[src/rtl/store_buffer_pkg.sv]
// Shared types for the post-commit store buffer: entry, D-cache request/response, drain states.
package store_buffer_pkg;

  localparam int NUM_STORE_BUFFER_ENTRIES = 2;

  typedef struct packed {
    logic        valid;
    logic [31:0] address;
    logic [31:0] wdata;
    logic [3:0]  mask;
  } store_buffer_t;

  typedef struct packed {
    logic [31:0] address;
    logic        rd_en;
    logic        wr_en;
    logic [3:0]  mask;
    logic [31:0] wdata;
  } mem_rqst_t;

  typedef struct packed {
    logic        resp;
    logic [31:0] rdata;
  } mem_resp_t;

  // Drain FSM encoding, kept as plain constants so older tools see a simple vector.
  typedef logic [0:0] sb_state_t;
  localparam sb_state_t SB_IDLE = 1'b0;
  localparam sb_state_t SB_WAIT = 1'b1;

endpackage

[src/rtl/store_buffer_if.sv]
// Store buffer bus bundle: commit enqueue, D-cache write port, load-forward probe, status.
interface store_buffer_if
  import store_buffer_pkg::*;
#(
  parameter int DEPTH = NUM_STORE_BUFFER_ENTRIES
);
  localparam int PTR_W = $clog2(DEPTH);

  logic            enq_valid;
  store_buffer_t   enq_entry;
  logic            enq_ready;
  mem_rqst_t       dmem_rqst;
  mem_resp_t       dmem_resp;
  logic            ld_lookup;
  logic [31:0]     ld_address;
  logic [3:0]      ld_mask;
  logic            ld_fwd_hit;
  logic [31:0]     ld_fwd_data;
  logic            ld_stall;
  logic            sb_empty;
  logic [PTR_W:0]  sb_count;

  modport slave (
    input  enq_valid, enq_entry, dmem_resp, ld_lookup, ld_address, ld_mask,
    output enq_ready, dmem_rqst, ld_fwd_hit, ld_fwd_data, ld_stall, sb_empty, sb_count
  );

  modport master (
    output enq_valid, enq_entry, dmem_resp, ld_lookup, ld_address, ld_mask,
    input  enq_ready, dmem_rqst, ld_fwd_hit, ld_fwd_data, ld_stall, sb_empty, sb_count
  );

endinterface

[src/rtl/store_buffer_fwd.sv]
// Combinational store-to-load forwarding: merges matching entries oldest to youngest.
module store_buffer_fwd
  import store_buffer_pkg::*;
#(
  parameter int DEPTH = NUM_STORE_BUFFER_ENTRIES
) (
  input  store_buffer_t             entries [DEPTH],
  input  logic [$clog2(DEPTH)-1:0]  head,
  input  logic                      lookup,
  input  logic [29:0]               line,
  input  logic [3:0]                mask,
  output logic                      hit,
  output logic                      stall,
  output logic [31:0]               data
);
  localparam int PTR_W = $clog2(DEPTH);

  logic [3:0]       covered;
  logic [31:0]      merged;
  logic [PTR_W-1:0] idx;
  logic [3:0]       need;

  // Walk from head so later (younger) writers overwrite earlier bytes.
  always_comb begin
    covered = '0;
    merged  = '0;
    idx     = '0;
    for (int i = 0; i < DEPTH; i++) begin
      idx = head + PTR_W'(i);
      if (entries[idx].valid && entries[idx].address == {line, 2'b00}) begin
        covered = covered | entries[idx].mask;
        for (int b = 0; b < 4; b++)
          if (entries[idx].mask[b]) merged[8*b +: 8] = entries[idx].wdata[8*b +: 8];
      end
    end
  end

  // Full coverage forwards; any partial overlap forces the load to retry.
  always_comb begin
    need  = lookup ? mask : 4'h0;
    hit   = (need != 4'h0) && ((need & covered) == need);
    stall = ((need & covered) != 4'h0) && !hit;
    data  = hit ? merged : 32'h0;
  end

endmodule

[src/rtl/store_buffer.sv]
// Post-commit store buffer: in-order FIFO of committed stores drained one write at a time.
module store_buffer
  import store_buffer_pkg::*;
#(
  parameter int DEPTH = NUM_STORE_BUFFER_ENTRIES
) (
  input  logic           clk,
  input  logic           rst_n,
  store_buffer_if.slave  sb
);
  localparam int PTR_W = $clog2(DEPTH);
  localparam int CNT_W = PTR_W + 1;

  store_buffer_t    entries_q [DEPTH];
  store_buffer_t    entries_d [DEPTH];
  logic [PTR_W-1:0] head_q, head_d, tail_q, tail_d;
  logic [CNT_W-1:0] count_q, count_d;
  sb_state_t        state_q, state_d;
  mem_rqst_t        rqst_q, rqst_d;
  logic             enq_write, pop;
  logic             unused_ok;

  // Valid bit of the incoming entry, its byte offset and read data are not needed here.
  assign unused_ok = ^{sb.enq_entry.valid, sb.enq_entry.address[1:0], sb.dmem_resp.rdata};

  assign sb.enq_ready = (count_q != CNT_W'(DEPTH));
  assign sb.dmem_rqst = rqst_q;
  assign sb.sb_count  = count_q;
  assign sb.sb_empty  = (count_q == '0) && (state_q == SB_IDLE);

  // FIFO update and drain FSM; a zero-mask store is accepted but leaves no entry.
  always_comb begin
    entries_d = entries_q;
    head_d    = head_q;
    tail_d    = tail_q;
    state_d   = state_q;
    rqst_d    = rqst_q;
    enq_write = sb.enq_valid && sb.enq_ready && (sb.enq_entry.mask != 4'h0);
    pop       = (state_q == SB_WAIT) && sb.dmem_resp.resp;
    if (pop) begin
      entries_d[head_q] = '0;
      head_d            = head_q + PTR_W'(1);
    end
    if (enq_write) begin
      entries_d[tail_q] = '{valid: 1'b1,
                            address: {sb.enq_entry.address[31:2], 2'b00},
                            wdata: sb.enq_entry.wdata,
                            mask: sb.enq_entry.mask};
      tail_d            = tail_q + PTR_W'(1);
    end
    count_d = count_q + CNT_W'(enq_write) - CNT_W'(pop);
    case (state_q)
      SB_IDLE: begin
        if (count_q != '0) begin
          rqst_d = '{address: entries_q[head_q].address, rd_en: 1'b0, wr_en: 1'b1,
                     mask: entries_q[head_q].mask, wdata: entries_q[head_q].wdata};
          state_d = SB_WAIT;
        end
      end
      default: begin
        if (sb.dmem_resp.resp) begin
          rqst_d  = '0;
          state_d = SB_IDLE;
        end
      end
    endcase
  end

  // State registers with synchronous active-low reset.
  always_ff @(posedge clk) begin
    if (!rst_n) begin
      for (int i = 0; i < DEPTH; i++) entries_q[i] <= '0;
      head_q  <= '0;
      tail_q  <= '0;
      count_q <= '0;
      state_q <= SB_IDLE;
      rqst_q  <= '0;
    end else begin
      entries_q <= entries_d;
      head_q    <= head_d;
      tail_q    <= tail_d;
      count_q   <= count_d;
      state_q   <= state_d;
      rqst_q    <= rqst_d;
    end
  end

  store_buffer_fwd #(.DEPTH(DEPTH)) u_fwd (
    .entries (entries_q),
    .head    (head_q),
    .lookup  (sb.ld_lookup),
    .line    (sb.ld_address[31:2]),
    .mask    (sb.ld_mask),
    .hit     (sb.ld_fwd_hit),
    .stall   (sb.ld_stall),
    .data    (sb.ld_fwd_data)
  );

endmodule

[src/flat_wrapper.sv]
// flat-port wrapper written by rule: the top's interface ports become plain ports
module store_buffer_flat import store_buffer_pkg::*;
#(
  parameter int DEPTH = NUM_STORE_BUFFER_ENTRIES
)
  (clk, rst_n, sb_enq_valid, sb_enq_entry, sb_dmem_resp, sb_ld_lookup, sb_ld_address, sb_ld_mask, sb_enq_ready, sb_dmem_rqst, sb_ld_fwd_hit, sb_ld_fwd_data, sb_ld_stall, sb_sb_empty, sb_sb_count);
  store_buffer_if #(.DEPTH(DEPTH)) sb_i ();
  input  logic clk;
  input  logic rst_n;
  input wire logic [$bits(sb_i.enq_valid)-1:0] sb_enq_valid;
  input wire logic [$bits(sb_i.enq_entry)-1:0] sb_enq_entry;
  input wire logic [$bits(sb_i.dmem_resp)-1:0] sb_dmem_resp;
  input wire logic [$bits(sb_i.ld_lookup)-1:0] sb_ld_lookup;
  input wire logic [$bits(sb_i.ld_address)-1:0] sb_ld_address;
  input wire logic [$bits(sb_i.ld_mask)-1:0] sb_ld_mask;
  output wire logic [$bits(sb_i.enq_ready)-1:0] sb_enq_ready;
  output wire logic [$bits(sb_i.dmem_rqst)-1:0] sb_dmem_rqst;
  output wire logic [$bits(sb_i.ld_fwd_hit)-1:0] sb_ld_fwd_hit;
  output wire logic [$bits(sb_i.ld_fwd_data)-1:0] sb_ld_fwd_data;
  output wire logic [$bits(sb_i.ld_stall)-1:0] sb_ld_stall;
  output wire logic [$bits(sb_i.sb_empty)-1:0] sb_sb_empty;
  output wire logic [$bits(sb_i.sb_count)-1:0] sb_sb_count;
  assign sb_i.enq_valid = sb_enq_valid;
  assign sb_i.enq_entry = sb_enq_entry;
  assign sb_i.dmem_resp = sb_dmem_resp;
  assign sb_i.ld_lookup = sb_ld_lookup;
  assign sb_i.ld_address = sb_ld_address;
  assign sb_i.ld_mask = sb_ld_mask;
  assign sb_enq_ready = sb_i.enq_ready;
  assign sb_dmem_rqst = sb_i.dmem_rqst;
  assign sb_ld_fwd_hit = sb_i.ld_fwd_hit;
  assign sb_ld_fwd_data = sb_i.ld_fwd_data;
  assign sb_ld_stall = sb_i.ld_stall;
  assign sb_sb_empty = sb_i.sb_empty;
  assign sb_sb_count = sb_i.sb_count;
  store_buffer #(.DEPTH(DEPTH)) u_core (.clk(clk), .rst_n(rst_n), .sb(sb_i));
endmodule
[config.mk]
export PLATFORM = sky130hd
export DESIGN_NAME = store_buffer_flat
export DESIGN_NICKNAME = d
export VERILOG_FILES = /design/src/rtl/store_buffer_pkg.sv /design/src/rtl/store_buffer_if.sv /design/src/rtl/store_buffer_fwd.sv /design/src/rtl/store_buffer.sv /design/src/flat_wrapper.sv
export SDC_FILE = /design/constraint.sdc
export NUM_CORES = 1
export LEC_CHECK = 0
export BUFFER_PORTS_ARGS = -buffer_cell sky130_fd_sc_hd__buf_4
export CORE_UTILIZATION = 40
export CTS_BUF_LIST = sky130_fd_sc_hd__clkbuf_16
export DETAILED_ROUTE_END_ITERATION = 12
export PLACE_DENSITY = 0.61
export SETUP_SLACK_MARGIN = 0.02
export SLEW_MARGIN = 5
export SYNTH_ARGS = -nofsm -noshare
export SYNTH_HDL_FRONTEND = slang
export SYNTH_SLANG_ARGS = --single-unit
[constraint.sdc]
create_clock -name clk -period 3.4 [get_ports clk]
set_clock_uncertainty 0.2 [all_clocks]
set_input_delay 0.34 -clock clk [delete_from_list [all_inputs] [get_ports clk]]
set_output_delay 0.34 -clock clk [all_outputs]
set_load 0.005 [all_outputs]
[Word-level counts from Yosys, hierarchy flattened]
Index checks and enable logic that the tools add are counted.
Storage, ports and cells
  logic and storage cells: 90
  latch bits: 0
  memory bits (writable): 0
  flip-flop bits (word level): 213
  memories: 0
  output and inout port bits: 108
  ROM bits: 0
Operators by class
  divide/modulo/power cells: 0
  equality and inequality tests: 5
  shift operators: 0
  bitwise operators: 8
  multiplexer cells: 33
  $mul: 0
  order comparisons: 5
  $add $sub $neg: 4
  reduce and logical (&&, ||, !) cells: 18
Operators by type and width (number)
  2-to-1 mux 69 bit: 8
  2-to-1 mux 138 bit: 2
  2-to-1 mux 70 bit: 3
  AND 138 bit: 1
  bitwise mux 138 bit: 1
  demux 69 bit (select 1 bit): 2
  NOT 138 bit: 1
  2-to-1 mux 32 bit: 3
  == test 32 bit: 2
  2-to-1 mux 8 bit: 8
  2-to-1 mux 4 bit: 3
  nonzero test 4 bit: 3
  logical AND 1 bit: 10
  greater-or-equal comparator 2 bit, second input constant: 3
  NOT 1 -> 2 bit: 3
  AND 4 bit: 1
  == test 4 bit: 1
  less-than comparator 2 x 1 -> 1 bit, second input constant: 2
  inequality test 2 bit, second input constant: 2
  OR 4 bit: 1
  nonzero test 2 bit: 2
  2-to-1 mux 1 bit: 3
  adder 1 bit, second input constant: 2
  adder 2 x 1 -> 2 bit: 1
  5 further kinds: 5

[Logic depth before layout (Yosys ltp)]
Gate-level depths: netlist (run 1).
  depth after elaboration: 14
  gate-level depth with buffers: 12

[Cells and area by module]
Synthesis (run 1) repeated with hierarchy kept, for this count alone.
Second synthesis, totals
  cell total of the unflattened synthesis: 1294
  area total of the unflattened synthesis: 11793.8 µm²
Modules (own cells, without submodules)
  store_buffer: instances 1, area each 8943.6 µm², cells each 945, sequential area each 4244.1 µm²
  store_buffer_fwd: instances 1, area each 2850.2 µm², cells each 349, sequential area each 0.0 µm²

[Worst setup path after synthesis (run 1)]
No wires, ideal clock.
  path type: reg-to-output
  from: register u_core.head_q
  to: output sb_ld_fwd_data[10]
  required time: 2.860 ns
  cell stages (with the launch flop): 12
  arrival time: 2.620 ns
  buffers on the path: 4
  slack: 0.240 ns
  path through: dfxtp_1 -> buf_6 -> buf_6 -> buf_8 -> o211ai_1 -> a2111oi_2 -> nand4_2 -> nor3_4 -> o31a_2 -> nand4_4 -> buf_6 -> a221oi_2
Between the ends
  longest elaborated chain between the ends: 13
  elaborated cells on any way between the ends: 24
  classes of those cells: add/sub (1); eq/ne (3); mux (13); bitwise (4); reduce/logical (3)
Ends and longest elaborated chain
  start: declaration: line store_buffer.sv:16  | logic [PTR_W-1:0] head_q, head_d, tail_q, tail_d;
  start signal: assignment: line store_buffer.sv:73  | head_q <= '0;
  start signal: assignment: line store_buffer.sv:80  | head_q <= head_d;
  NOT 1 -> 2 bit (implied by the code): line store_buffer_fwd.sv:30, store_buffer_fwd.sv:31, store_buffer_fwd.sv:33
  2-to-1 mux 69 bit (3 in series)
  == test 32 bit: line store_buffer_fwd.sv:30  | if (entries[idx].valid && entries[idx].address == {line, 2'b00}) begin
  logical AND 1 bit: line store_buffer_fwd.sv:30
  2-to-1 mux 4 bit: line store_buffer_fwd.sv:30
  OR 4 bit: line store_buffer_fwd.sv:31  | covered = covered | entries[idx].mask;
  2-to-1 mux 4 bit: line store_buffer_fwd.sv:30
  AND 4 bit: line store_buffer_fwd.sv:41  | hit = (need != 4'h0) && ((need & covered) == need);
  == test 4 bit: line store_buffer_fwd.sv:41
  logical AND 1 bit: line store_buffer_fwd.sv:41
  2-to-1 mux 32 bit *: line store_buffer_fwd.sv:43  | data = hit ? merged : 32'h0;
  end: declaration: line flat_wrapper.sv:19  | output wire logic [$bits(sb_i.ld_fwd_data)-1:0] sb_ld_fwd_data;
Every way passes the cells marked *; elsewhere a longest branch is shown, timed or not. The select of a mux whose other input is x is not followed.

[Worst setup path in the final report (run 1)]
  from: register u_core.head_q
  to: output sb_ld_fwd_data[6]
Same word-level chain as after synthesis.

==> results of run 1 <==
[worst max path at each step]
stage | start | slack, ns | to
after floorplan | u_core.head_q$_SDFFE_PN0P_ | 0.24 | sb_ld_fwd_data[10]
after global placement | u_core.head_q$_SDFFE_PN0P_ | -0.22 | sb_ld_fwd_data[20]
after detailed placement | u_core.head_q$_SDFFE_PN0P_ | -0.21 | sb_ld_fwd_data[22]
after CTS | u_core.head_q$_SDFFE_PN0P_ | -0.65 | sb_ld_fwd_data[14]
after global routing | u_core.head_q$_SDFFE_PN0P_ | -0.82 | sb_ld_fwd_data[6]
final | u_core.head_q$_SDFFE_PN0P_ | -0.69 | sb_ld_fwd_data[6]
[registers in the layout, indices dropped and copies added, names as in the netlist]
name                 flops
u_core.state_q           1
u_core.tail_q            1
u_core.sb.sb_count       2
u_core.sb.dmem_rqst     69
u_core.entries_q       138
u_core.head_q            1
[worst reg2reg max path: cells and delay by family, from the launching register on]
family / cells / cell delay [ns]
AO/OA/AOI/OAI: 3 / 0.72
buffers and inverters: 4 / 1.29
flip-flops: 1 / 0.38
[stage by stage]
stage	TNS [ns]	setup slack, ns
final	-21.27	-0.686
after global routing	-26.24	-0.821
after CTS	-20.54	-0.646
after detailed placement	-5.51	-0.210
after global placement	-5.84	-0.223
after floorplan	0	0.240
[area by class of cell]
class	instances	area, sq um
inverters	10	37.5
multi-input cells	696	5790
clock inverters	20	168
well taps	324	405
flip-flops and latches	212	4250
repair buffers	382	3430
fillers	2143	9680
clock buffers	25	626
[cell usage in the layout, fill, tap and decap left out, drive strengths merged, types with 25 or more instances in the layout]
cell type / synthesis / layout
dfxtp: 212 / 212
a21boi: 33 / 33
nand2: 132 / 132
a22o: 132 / 132
mux2i: 102 / 102
o21ai: 74 / 74
a21oi: 35 / 35
dlygate4sd3: 0 / 67
clkbuf: 47 / 25
a221oi: 32 / 32
xnor2: 63 / 63
buf: 30 / 315
[power groups by stage]
| stage | Combinational [mW] | Clock [mW] | Sequential (mW) |
|---|---|---|---|
| global route | 2.93 | 2.76 | 3.13 |
| detailed placement | 2.27 | 0 | 3.11 |
| finish | 2.74 | 2.62 | 3.09 |
| global placement | 2.24 | 0 | 3.10 |
| CTS | 2.62 | 2.67 | 3.08 |
| floorplan | 1.38 | 0 | 3.05 |
[layer usage]
layer,track usage,vias to the layer above,part of all wire
met3,0.0343,53,0.050
met1,0.331,4339,0.45
met5,0,-,0
met4,0.0747,0,0.028
li1,-,4340,-
met2,0.392,251,0.47
[cell families after synthesis]
family | after synthesis | synth area share
adder cells (fa/ha/maj) | 2 | 0.00251
other | 1 | 0.000377
buffers and inverters | 87 | 0.0440
multiplexers | 103 | 0.104
flip-flops | 212 | 0.426
AND/OR/NAND/NOR | 211 | 0.114
AO/OA/AOI/OAI | 316 | 0.253
XOR/XNOR | 63 | 0.0554
[repair_timing]
item,4_1_cts,5_1_grt
setup buffers,21,7
pin swaps,19,22
hold buffers,67,0
endpoints found under the setup margin,34,34
endpoints found under the hold margin,146,0
resized for setup,79,35
cloned,4,0
==> key figures, run 1 <==
Routing
  • Final wirelength: 31500 um
  • Drc violations: 0
  • DRT iter0 DRCs: 496
  • Drt pass-1 iters: 5
  • Vias/cell: 5.38
  • Via Count: 8983
  • Final ANT Viol Nets: 0
  • Routed WL per cell: 18.9 um

Synthesis
  • Most frequent cell after synthesis: dfxtp_1
  • Mapped Cells: 995
  • Register area share after synthesis: 0.426
  • Syn avg cell area: 10.0 sq um
  • Cell taking the most area after synthesis: dfxtp_1
  • Post-synth top cells: 212 x dfxtp_1, 132 x a22o_1, 132 x nand2_1
  • Top FF cell, synth: dfxtp_1
  • Unique cell type count in the Yosys netlist: 49
  • Asr flop ratio synth: 0
  • Top-area cell type share of the netlist area: 0.426
  • Post-synth design cell area: 0.00995 sq mm
  • Syn nets: 1139
  • Yosys reg bits: 212
  • EDFF count, synth: 0
  • Syn. warnings: 0
  • Synth area leaders: dfxtp_1 43%, a22o_1 12%, mux2i_1 10%

Pwr
  • Leakage power: 5.62 nW
  • Final Total Pwr: 8.45 mW
  • Sw Share: 0.326
  • Internal power: 5.70 mW
  • PD cells: 575 mW/mm^2
  • Comb pwr share: 0.324
  • Clock share of power: 0.310
  • Seq pwr share: 0.366
  • Net switching power: 2.75 mW
  • VDD IR max: 307 uV

Final layout
  • Fin util: 0.603
  • Fin nets: 1471
  • Finished Cell Area: 0.0147 sq mm
  • Area delta synth->final: 47.7%
  • Antenna cells: 0
  • Post-Layout Cell Count: 1669
  • Layout cells sized above 1: 0.346

STA
  • FMAX: 0.245 GHz
  • Share of the clock period used by the worst path: 1.20
  • RSZ-0062 raised after global routing: yes
  • Worst-Margin Slew: 0.670 ns
  • Slew margin rel.: 0.549
  • Crit path time final: 4.09 ns
  • WHS: 0.128 ns
  • Slew Limit Fails: 0
  • Final Hold Viols: 0
  • Final setup violation count: 34
  • PnR worst setup slack: -0.686 ns

Die
  • Die width: 160 um
  • Total die area: 0.0255 sq mm
  • FP Rows: 57
  • Starting Density: 0.408
  • # IOs: 250
  • Die Ht: 160 um
  • Core footprint: 0.0244 sq mm

Global route
  • Largest net degree at the start of global routing: 60
  • Vias in the first global route: 8837
  • Tot GR Track Use: 0.242
  • First-pass GRT wire length: 49100 um
  • Aggregate global routing overflow: 0
  • Initial antenna violation count: 0

Run
  • Number of max-cap violations: 0

Worst setup path
  • Critical Path Source Type: register
  • Reg2reg end: u_core.entries_q[126]$_SDFF_PN0_
  • CP required: 2.86 ns
  • CP most frequent cell: buf_12
  • Register-to-Register Path Depth: 7
  • CP Class: register to output port
  • Critical-path maximum fanout: 15
  • Cell count along the critical path: 15
  • CP Cell Sequence: buf_12 > buf_12 > buf_12 > mux2i_4 > xnor2_1 > nor4_2 > buf_4 > nand4_4 > nor4_2 > buf_4 > o31a_4 > nand4_4 > buf_12 > a221oi_4 > buf_4
  • Kind of end point of the critical path: output port
  • Count of buffer and inverter cells on the critical path: 7
  • Worst reg2reg path startpoint: u_core.head_q$_SDFFE_PN0P_
  • Max incr delay on CP: 0.38 ns
  • Slowest cell on crit path: dfxtp_4
  • Worst path top cell family by delay: buffers and inverters
  • Arr. time, crit path: 3.55 ns
  • R2R Setup Slk: 0.75 ns

Placed design
  • Dpl hpwl: 19900 um
  • I/O Buffers: 211
  • Area of placed instances: 0.0123 sq mm
  • Gp weighted congestion: 0.783
  • Post-Place Cells: 1527

CTS
  • Worst-Skew Late Latency: 0.52 ns
  • CTS tree: built
  • Root Buffer: clkbuf_16
  • Max clock buf depth: 3
  • Number of CTS-inserted buffers: 25
  • Clock sink count: 212
  • CTS HTree Levels: 1
  • Clock transition at path regs: 0.06 ns

Status
  • Failing checks: negative setup slack
  • Status: finished, violations left

Hold path
  • Worst hold path startpoint: sb_enq_valid
  • Worst Hold End: u_core.entries_q[137]$_SDFF_PN0_
  • Hold Crit Depth: 4
  • Worst min path class: primary input to register
No activity file was read; power rests on OpenSTA's default activity.
==> run 2, diff against run 1 <==
--- a/config.mk
+++ b/config.mk
@@ -6,10 +6,11 @@
 export NUM_CORES = 1
 export LEC_CHECK = 0
 export BUFFER_PORTS_ARGS = -buffer_cell sky130_fd_sc_hd__buf_4
-export CORE_UTILIZATION = 40
+export CORE_MARGIN = 2
+export CORE_UTILIZATION = 45
 export CTS_BUF_LIST = sky130_fd_sc_hd__clkbuf_16
 export DETAILED_ROUTE_END_ITERATION = 12
-export PLACE_DENSITY = 0.61
+export PLACE_DENSITY = 0.67
 export SETUP_SLACK_MARGIN = 0.02
 export SLEW_MARGIN = 5
 export SYNTH_ARGS = -nofsm -noshare
==> run 2 against run 1 <==
The flow still finishes with violations (negative setup slack); global-route usage grew 0.98 points; final cell count shrank 3.2%; die area shrank 8.6%; first-iteration DRC count shrank 8.1%; sequential share of layout area grew 0.66 points; clock power shrank 11%; largest cell class unchanged; largest power group unchanged.
==> key figures, run 2 (same netlist as run 1, synthesis figures left out) <==
Global route
  • Largest net degree at the start of global routing: 62 (+3.3%)
  • Vias in the first global route: 8816 (-0.24%)
  • Initial antenna violation count: 0 (unchanged)
  • Tot GR Track Use: 0.251 (+0.00976)
  • First-pass GRT wire length: 48300 um (-1.8%)
  • Aggregate global routing overflow: 0 (unchanged)

CTS
  • CTS tree: built
  • Clock sink count: 212 (unchanged)
  • Worst-Skew Late Latency: 0.51 ns (about the same)
  • CTS HTree Levels: 1 (unchanged)
  • Max clock buf depth: 3 (unchanged)
  • Number of CTS-inserted buffers: 24 (-4.0%)
  • Root Buffer: clkbuf_16
  • Clock transition at path regs: 0.06 ns (about the same)

STA
  • Final Hold Viols: 0 (unchanged)
  • WHS: 0.121 ns (-0.00686 ns)
  • FMAX: 0.245 GHz (about the same)
  • PnR worst setup slack: -0.689 ns (-0.00314 ns)
  • Final setup violation count: 34 (unchanged)
  • Share of the clock period used by the worst path: 1.20 (about the same)
  • Slew margin rel.: 0.410 (-0.139)
  • Slew Limit Fails: 0 (unchanged)
  • RSZ-0062 raised after global routing: yes
  • Worst-Margin Slew: 0.885 ns (+0.215 ns)
  • Crit path time final: 4.09 ns (+0.00314 ns)

Hold path
  • Hold Crit Depth: 4 (unchanged)
  • Worst min path class: primary input to register

Final layout
  • Layout fillers: 1789 (-17%)
  • Highest-count cells in the layout ignoring fill and taps: 274 x buf_4, 211 x dfxtp_1, 132 x a22o_1
  • Layout cells sized above 1: 0.334 (-0.0116)
  • Fin nets: 1463 (-0.54%)
  • Area delta synth->final: 44.4%
  • Antenna cells: 0 (unchanged)
  • Finished Cell Area: 0.0144 sq mm (-2.2%)
  • Max FFs per register: 138 (unchanged)
  • Most common cell after layout, fill and taps aside: buf_4
  • Top reg by flops: u_core.entries_q

Worst setup path
  • Critical-path maximum fanout: 23 (+8)
  • Arr. time, crit path: 3.55 ns (about the same)
  • Kind of end point of the critical path: output port
  • Critical Path Source Type: register
  • Register-to-Register Path Depth: 6 (-1)
  • CP required: 2.86 ns (about the same)
  • CP Class: register to output port

Status
  • Status: finished, violations left
  • Failing checks: negative setup slack

Pwr
  • VDD IR max: 372 uV (+21%)
  • Leakage power: 5.50 nW (-2.0%)
  • PD cells: 556 mW/mm^2 (-3.2%)
  • Net switching power: 2.66 mW (-3.5%)
  • Seq pwr share: 0.387 (+0.021)
  • Sw Share: 0.332 (+0.00644)
  • Comb pwr share: 0.320 (-0.004)
  • Internal power: 5.34 mW (-6.3%)
  • Clock share of power: 0.293 (-0.017)

Die
  • Total die area: 0.0233 sq mm (-8.6%)
  • # IOs: 250 (unchanged)
  • Core footprint: 0.0218 sq mm (-11%)
  • Die width: 153 um (-4.4%)
  • FP Rows: 54 (-5.3%)
  • Starting Density: 0.458 (+0.0494)
  • Die Ht: 153 um (-4.4%)

Placed design
  • Dpl hpwl: 19300 um (-3.2%)
  • Pre-CTS WS: -0.176 ns (+0.0334 ns)
  • Gp weighted congestion: 0.794 (+1.4%)
  • Area of placed instances: 0.0122 sq mm (-1.0%)
  • I/O Buffers: 211 (unchanged)

Routing
  • Metal3 WL: 1710 um (+9.0%)
  • Drc violations: 0 (unchanged)
  • Vias/cell: 5.62 (+4.4%)
  • Drt pass-1 iters: 5 (unchanged)
  • Final wirelength: 30700 um (-2.6%)
  • Via Count: 9075 (+1.0%)
  • Routed WL per cell: 19.0 um (+0.71%)
  • Max layer used: met4
  • Met2 Wirelength: 14800 um (+0.30%)
  • Final ANT Viol Nets: 0 (unchanged)
  • Post-Route M1 WL: 13600 um (-5.1%)
  • DRT iter0 DRCs: 456 (-8.1%)

Run
  • Number of max-cap violations: 0 (unchanged)
-- run 2: changes by cell type in the layout (fill, tap and decap cells not counted), sizes merged --
cell    before  now
buf        315  305
clkinv       9   13
inv         17   13
bufinv       3    0
clkbuf      25   27
bufbuf       0    1
-- run 2: worst max-delay path: stages, from the launching register on --
cell      delay, ns
dfxtp_4        0.42
buf_4          0.15
buf_16         0.13
mux2i_2        0.25
xnor2_1        0.11
nor4_2         0.28
buf_4          0.18
nand4_4        0.14
buf_12         0.17
nor4_4         0.29
o31a_2         0.19
nand4_4        0.13
buf_12         0.20
a221oi_4       0.22
buf_4          0.16
-- run 2: cell type report --
cell class                      instances  area (sq um)  area share
Clock inverter                         17          75.1     0.00522
Timing Repair Buffer                  375          3350       0.233
Sequential cell                       212          4250       0.295
Multi-Input combinational cell        696          5690       0.396
Tap cell                              280           350      0.0244
Clock buffer                           25           626      0.0435
Inverter                               10          37.5     0.00261
-- run 2: stage by stage --
stage | utilization | setup TNS (ns) | instances | power, mW
detailed placement | 0.560 | -4.55 | 1472 | 5.33
floorplan | - | 0 | 995 | 4.43
global route | 0.661 | -28.28 | 1615 | 8.37
global placement | 0.560 | -3.24 | 1472 | 5.28
finish | 0.661 | -21.54 | 1615 | 7.99
CTS | 0.650 | -20.46 | 1607 | 7.94
-- run 2: final timing paths --
path / from / endpoint / slack [ns]
min reg2reg: u_core.sb.dmem_rqst[27]$_SDFFE_PN0P_ / u_core.sb.dmem_rqst[27]$_SDFFE_PN0P_ / 0.25
max: u_core.head_q$_SDFFE_PN0P_ / sb_ld_fwd_data[4] / -0.69
min: sb_enq_valid / u_core.entries_q[137]$_SDFF_PN0_ / 0.12
max reg2reg: u_core.head_q$_SDFFE_PN0P_ / u_core.entries_q[87]$_SDFF_PN0_ / 0.95
-- run 2: timing repair --
action | CTS | global route
pin swaps | 8 | 14
resized for setup | 56 | 28
hold buffers | 67 | 0
hold endpoints to repair | 142 | 0
setup endpoints to repair | 34 | 34
buffers inserted | 21 | 6
cloned | 5 | 2
-- run 2: routing by layer --
layer  vias up  GRT usage
met1      4455      0.344
met4         0     0.0648
li1       4318          -
met2       257      0.419
met5         -          0
met3        45     0.0347
-- run 2: power by group through the flow --
| stage | logic, mW | clock network [mW] | registers, mW |
|---|---|---|---|
| after floorplan | 1.38 | 0 | 3.05 |
| after global placement | 2.19 | 0 | 3.10 |
| final | 2.56 | 2.34 | 3.09 |
| after detailed placement | 2.22 | 0 | 3.10 |
| after CTS | 2.48 | 2.39 | 3.08 |
| after global routing | 2.75 | 2.49 | 3.13 |
==> run 3, diff against run 2 <==
--- a/config.mk
+++ b/config.mk
@@ -10,7 +10,8 @@
 export CORE_UTILIZATION = 45
 export CTS_BUF_LIST = sky130_fd_sc_hd__clkbuf_16
 export DETAILED_ROUTE_END_ITERATION = 12
-export PLACE_DENSITY = 0.67
+export HOLD_SLACK_MARGIN = 0.05
+export PLACE_DENSITY = 0.79
 export SETUP_SLACK_MARGIN = 0.02
 export SLEW_MARGIN = 5
 export SYNTH_ARGS = -nofsm -noshare
==> run 3 against run 2 <==
The run still ends with negative setup slack left; critical endpoint is now sb_ld_fwd_data[30]; flip-flop and latch count did not move; critical path depth fell by 1; final cell count rose by 0.19%.
==> key figures, run 3 (same netlist as run 1, synthesis figures left out) <==
Status
  • Status: finished, violations left
  • Failing checks: negative setup slack

STA
  • Slew Limit Fails: 0 (unchanged)
  • Setup TNS: -23.97 ns (-2.43 ns)
  • Slew margin rel.: 0.475 (+0.0647)
  • RSZ-0062 raised after global routing: yes
  • WHS: 0.143 ns (+0.0219 ns)
  • Final Hold Viols: 0 (unchanged)
  • Worst-Margin Slew: 0.788 ns (-0.0971 ns)
  • PnR worst setup slack: -0.761 ns (-0.0722 ns)
  • Crit path time final: 4.16 ns (+0.0722 ns)
  • Share of the clock period used by the worst path: 1.22 (+0.0212)
  • Final setup violation count: 34 (unchanged)
  • FMAX: 0.240 GHz (-1.7%)

Routing
  • Via Count: 9186 (+1.2%)
  • Final ANT Viol Nets: 0 (unchanged)
  • Routed WL per cell: 19.5 um (+2.6%)
  • Vias/cell: 5.68 (+1.0%)
  • Drt pass-1 iters: 7 (+2)
  • Drc violations: 0 (unchanged)
  • DRT iter0 DRCs: 545 (+20%)
  • Final wirelength: 31500 um (+2.8%)

Final layout
  • Area delta synth->final: 43.0%
  • Layout cells sized above 1: 0.327 (-0.00723)
  • Most common cell after layout, fill and taps aside: buf_4
  • Max FFs per register: 138 (unchanged)
  • Layout fillers: 1687 (-5.7%)
  • Highest-count cells in the layout ignoring fill and taps: 284 x buf_4, 211 x dfxtp_1, 132 x a22o_1
  • Top reg by flops: u_core.entries_q
  • Fin util: 0.654 (-0.00679)
  • Fin nets: 1463 (unchanged)

Pwr
  • Final Total Pwr: 8.06 mW (+0.82%)
  • PD cells: 566 mW/mm^2 (+1.9%)
  • Sw Share: 0.334 (+0.00143)
  • Leakage power: 5.44 nW (-1.1%)
  • Net switching power: 2.69 mW (+1.3%)
  • Comb pwr share: 0.323 (+0.003)
  • Seq pwr share: 0.385 (-0.002)
  • Internal power: 5.37 mW (+0.61%)
  • VDD IR max: 341 uV (-8.1%)
  • Clock share of power: 0.292 (about the same)

Hold path
  • Worst min path class: primary input to register
  • Hold Crit Depth: 4 (unchanged)

Placed design
  • Gp weighted congestion: 0.860 (+8.3%)
  • Pre-CTS WS: -0.191 ns (-0.0144 ns)
  • I/O Buffers: 211 (unchanged)
  • Dpl hpwl: 19900 um (+3.5%)

Die
  • FP Rows: 54 (unchanged)
  • # IOs: 250 (unchanged)
  • Core footprint: 0.0218 sq mm (unchanged)
  • Starting Density: 0.458 (unchanged)
  • Die Ht: 153 um (unchanged)
  • Total die area: 0.0233 sq mm (unchanged)
  • Die width: 153 um (unchanged)

Worst setup path
  • Slowest cell on crit path: dfxtp_4
  • CP required: 2.86 ns (about the same)
  • Kind of end point of the critical path: output port
  • Cell count along the critical path: 13 (-1)
  • Critical Path Source Type: register
  • CP most frequent cell: buf_4
  • CP Cell Sequence: buf_12 > buf_4 > mux2i_2 > xnor2_1 > nor3_2 > nand4_4 > nor3_4 > buf_4 > nor3b_4 > buf_6 > nand2_1 > a221oi_4 > buf_4
  • CP Class: register to output port
  • Count of buffer and inverter cells on the critical path: 5 (-1)
  • Max incr delay on CP: 0.46 ns (+0.04 ns)
  • Arr. time, crit path: 3.62 ns (+0.07 ns)
  • Worst path top cell family by delay: simple AND/OR/NAND/NOR gates
  • Critical-path maximum fanout: 12 (-48%)
  • Register-to-Register Path Depth: 7 (+1)

CTS
  • Max clock buf depth: 3 (unchanged)
  • CTS HTree Levels: 1 (unchanged)
  • Root Buffer: clkbuf_16
  • Clock transition at path regs: 0.06 ns (about the same)
  • Number of CTS-inserted buffers: 24 (unchanged)
  • Worst-Skew Late Latency: 0.52 ns (about the same)
  • Clock sink count: 212 (unchanged)
  • CTS tree: built

Global route
  • Aggregate global routing overflow: 0 (unchanged)
  • Vias in the first global route: 8997 (+2.1%)
  • Largest net degree at the start of global routing: 58 (-6.5%)
  • Initial antenna violation count: 1 (+1)
  • First-pass GRT wire length: 47900 um (-0.83%)
  • Tot GR Track Use: 0.249 (-0.00217)

Run
  • Number of max-cap violations: 0 (unchanged)
==> run 3: changes by cell type in the layout (fill, tap and decap cells not counted), moves of 3 or more <==
cell | before | now
buf_16 | 3 | 0
buf_12 | 15 | 10
inv_1 | 12 | 16
nand2_2 | 4 | 1
a221oi_4 | 5 | 2
a221oi_2 | 27 | 30
buf_4 | 274 | 284
nand2_1 | 127 | 131
nor3_2 | 7 | 4
==> run 3: metrics by stage <==
| stage | cell area [sq um] | std cells |
|---|---|---|
| 5_1_grt | 14200 | 1618 |
| 3_5_place_dp | 12200 | 1488 |
| 2_1_floorplan | 9950 | 995 |
| 4_1_cts | 13800 | 1602 |
| 6_report | 14200 | 1618 |
| 3_3_place_gp | 12200 | 1488 |
==> run 3: what timing repair did <==
item | in CTS | in global routing
hold endpoints to repair | 147 | 0
buffers inserted | 2 | 12
endpoints found under the setup margin | 34 | 34
hold buffers | 67 | 0
pin swaps | 3 | 11
resized for setup | 22 | 45
cloned | 1 | 3
==> run 3: cell type report <==
class,count,area (sq um),share of cell area
Clock buffer,25,626,0.0440
Sequential cell,212,4250,0.298
Multi-Input combinational cell,696,5660,0.398
Timing Repair Buffer,375,3230,0.227
Tap cell,280,350,0.0246
Clock inverter,19,81.3,0.00571
Antenna cell,1,2.50,0.000176
Inverter,10,37.5,0.00264
==> run 3: per-layer routing <==
metal | GRT usage | wire length (um) | up-vias
met1 | 0.319 | 13000 | 4443
met2 | 0.417 | 15200 | 333
met4 | 0.104 | 1370 | 0
met3 | 0.0412 | 1950 | 92
met5 | 0 | 0 | -
li1 | - | - | 4318
==> run 3: path summary, 6_finish.rpt <==
| check | from | to | slack (ns) |
|---|---|---|---|
| max | u_core.head_q$_SDFFE_PN0P_ | sb_ld_fwd_data[30] | -0.76 |
| min | sb_enq_valid | u_core.entries_q[137]$_SDFF_PN0_ | 0.14 |
| max reg2reg | u_core.sb.sb_count[0]$_SDFF_PN0_ | u_core.entries_q[15]$_SDFF_PN0_ | 0.50 |
| min reg2reg | u_core.sb.dmem_rqst[22]$_SDFFE_PN0P_ | u_core.sb.dmem_rqst[22]$_SDFFE_PN0P_ | 0.25 |
==> run 3: power by group through the flow <==
stage / combinational, mW / sequential [mW] / clock, mW
after floorplan: 1.38 / 3.05 / 0
after global placement: 2.19 / 3.09 / 0
after detailed placement: 2.24 / 3.11 / 0
after CTS: 2.38 / 3.06 / 2.39
after global routing: 2.79 / 3.14 / 2.48
final: 2.60 / 3.10 / 2.35
==> run 3: worst min-delay path: stages <==
cell,delay (ns)
buf_4,0.11
nand2_1,0.12
o31ai_1,0.09
and2_1,0.16
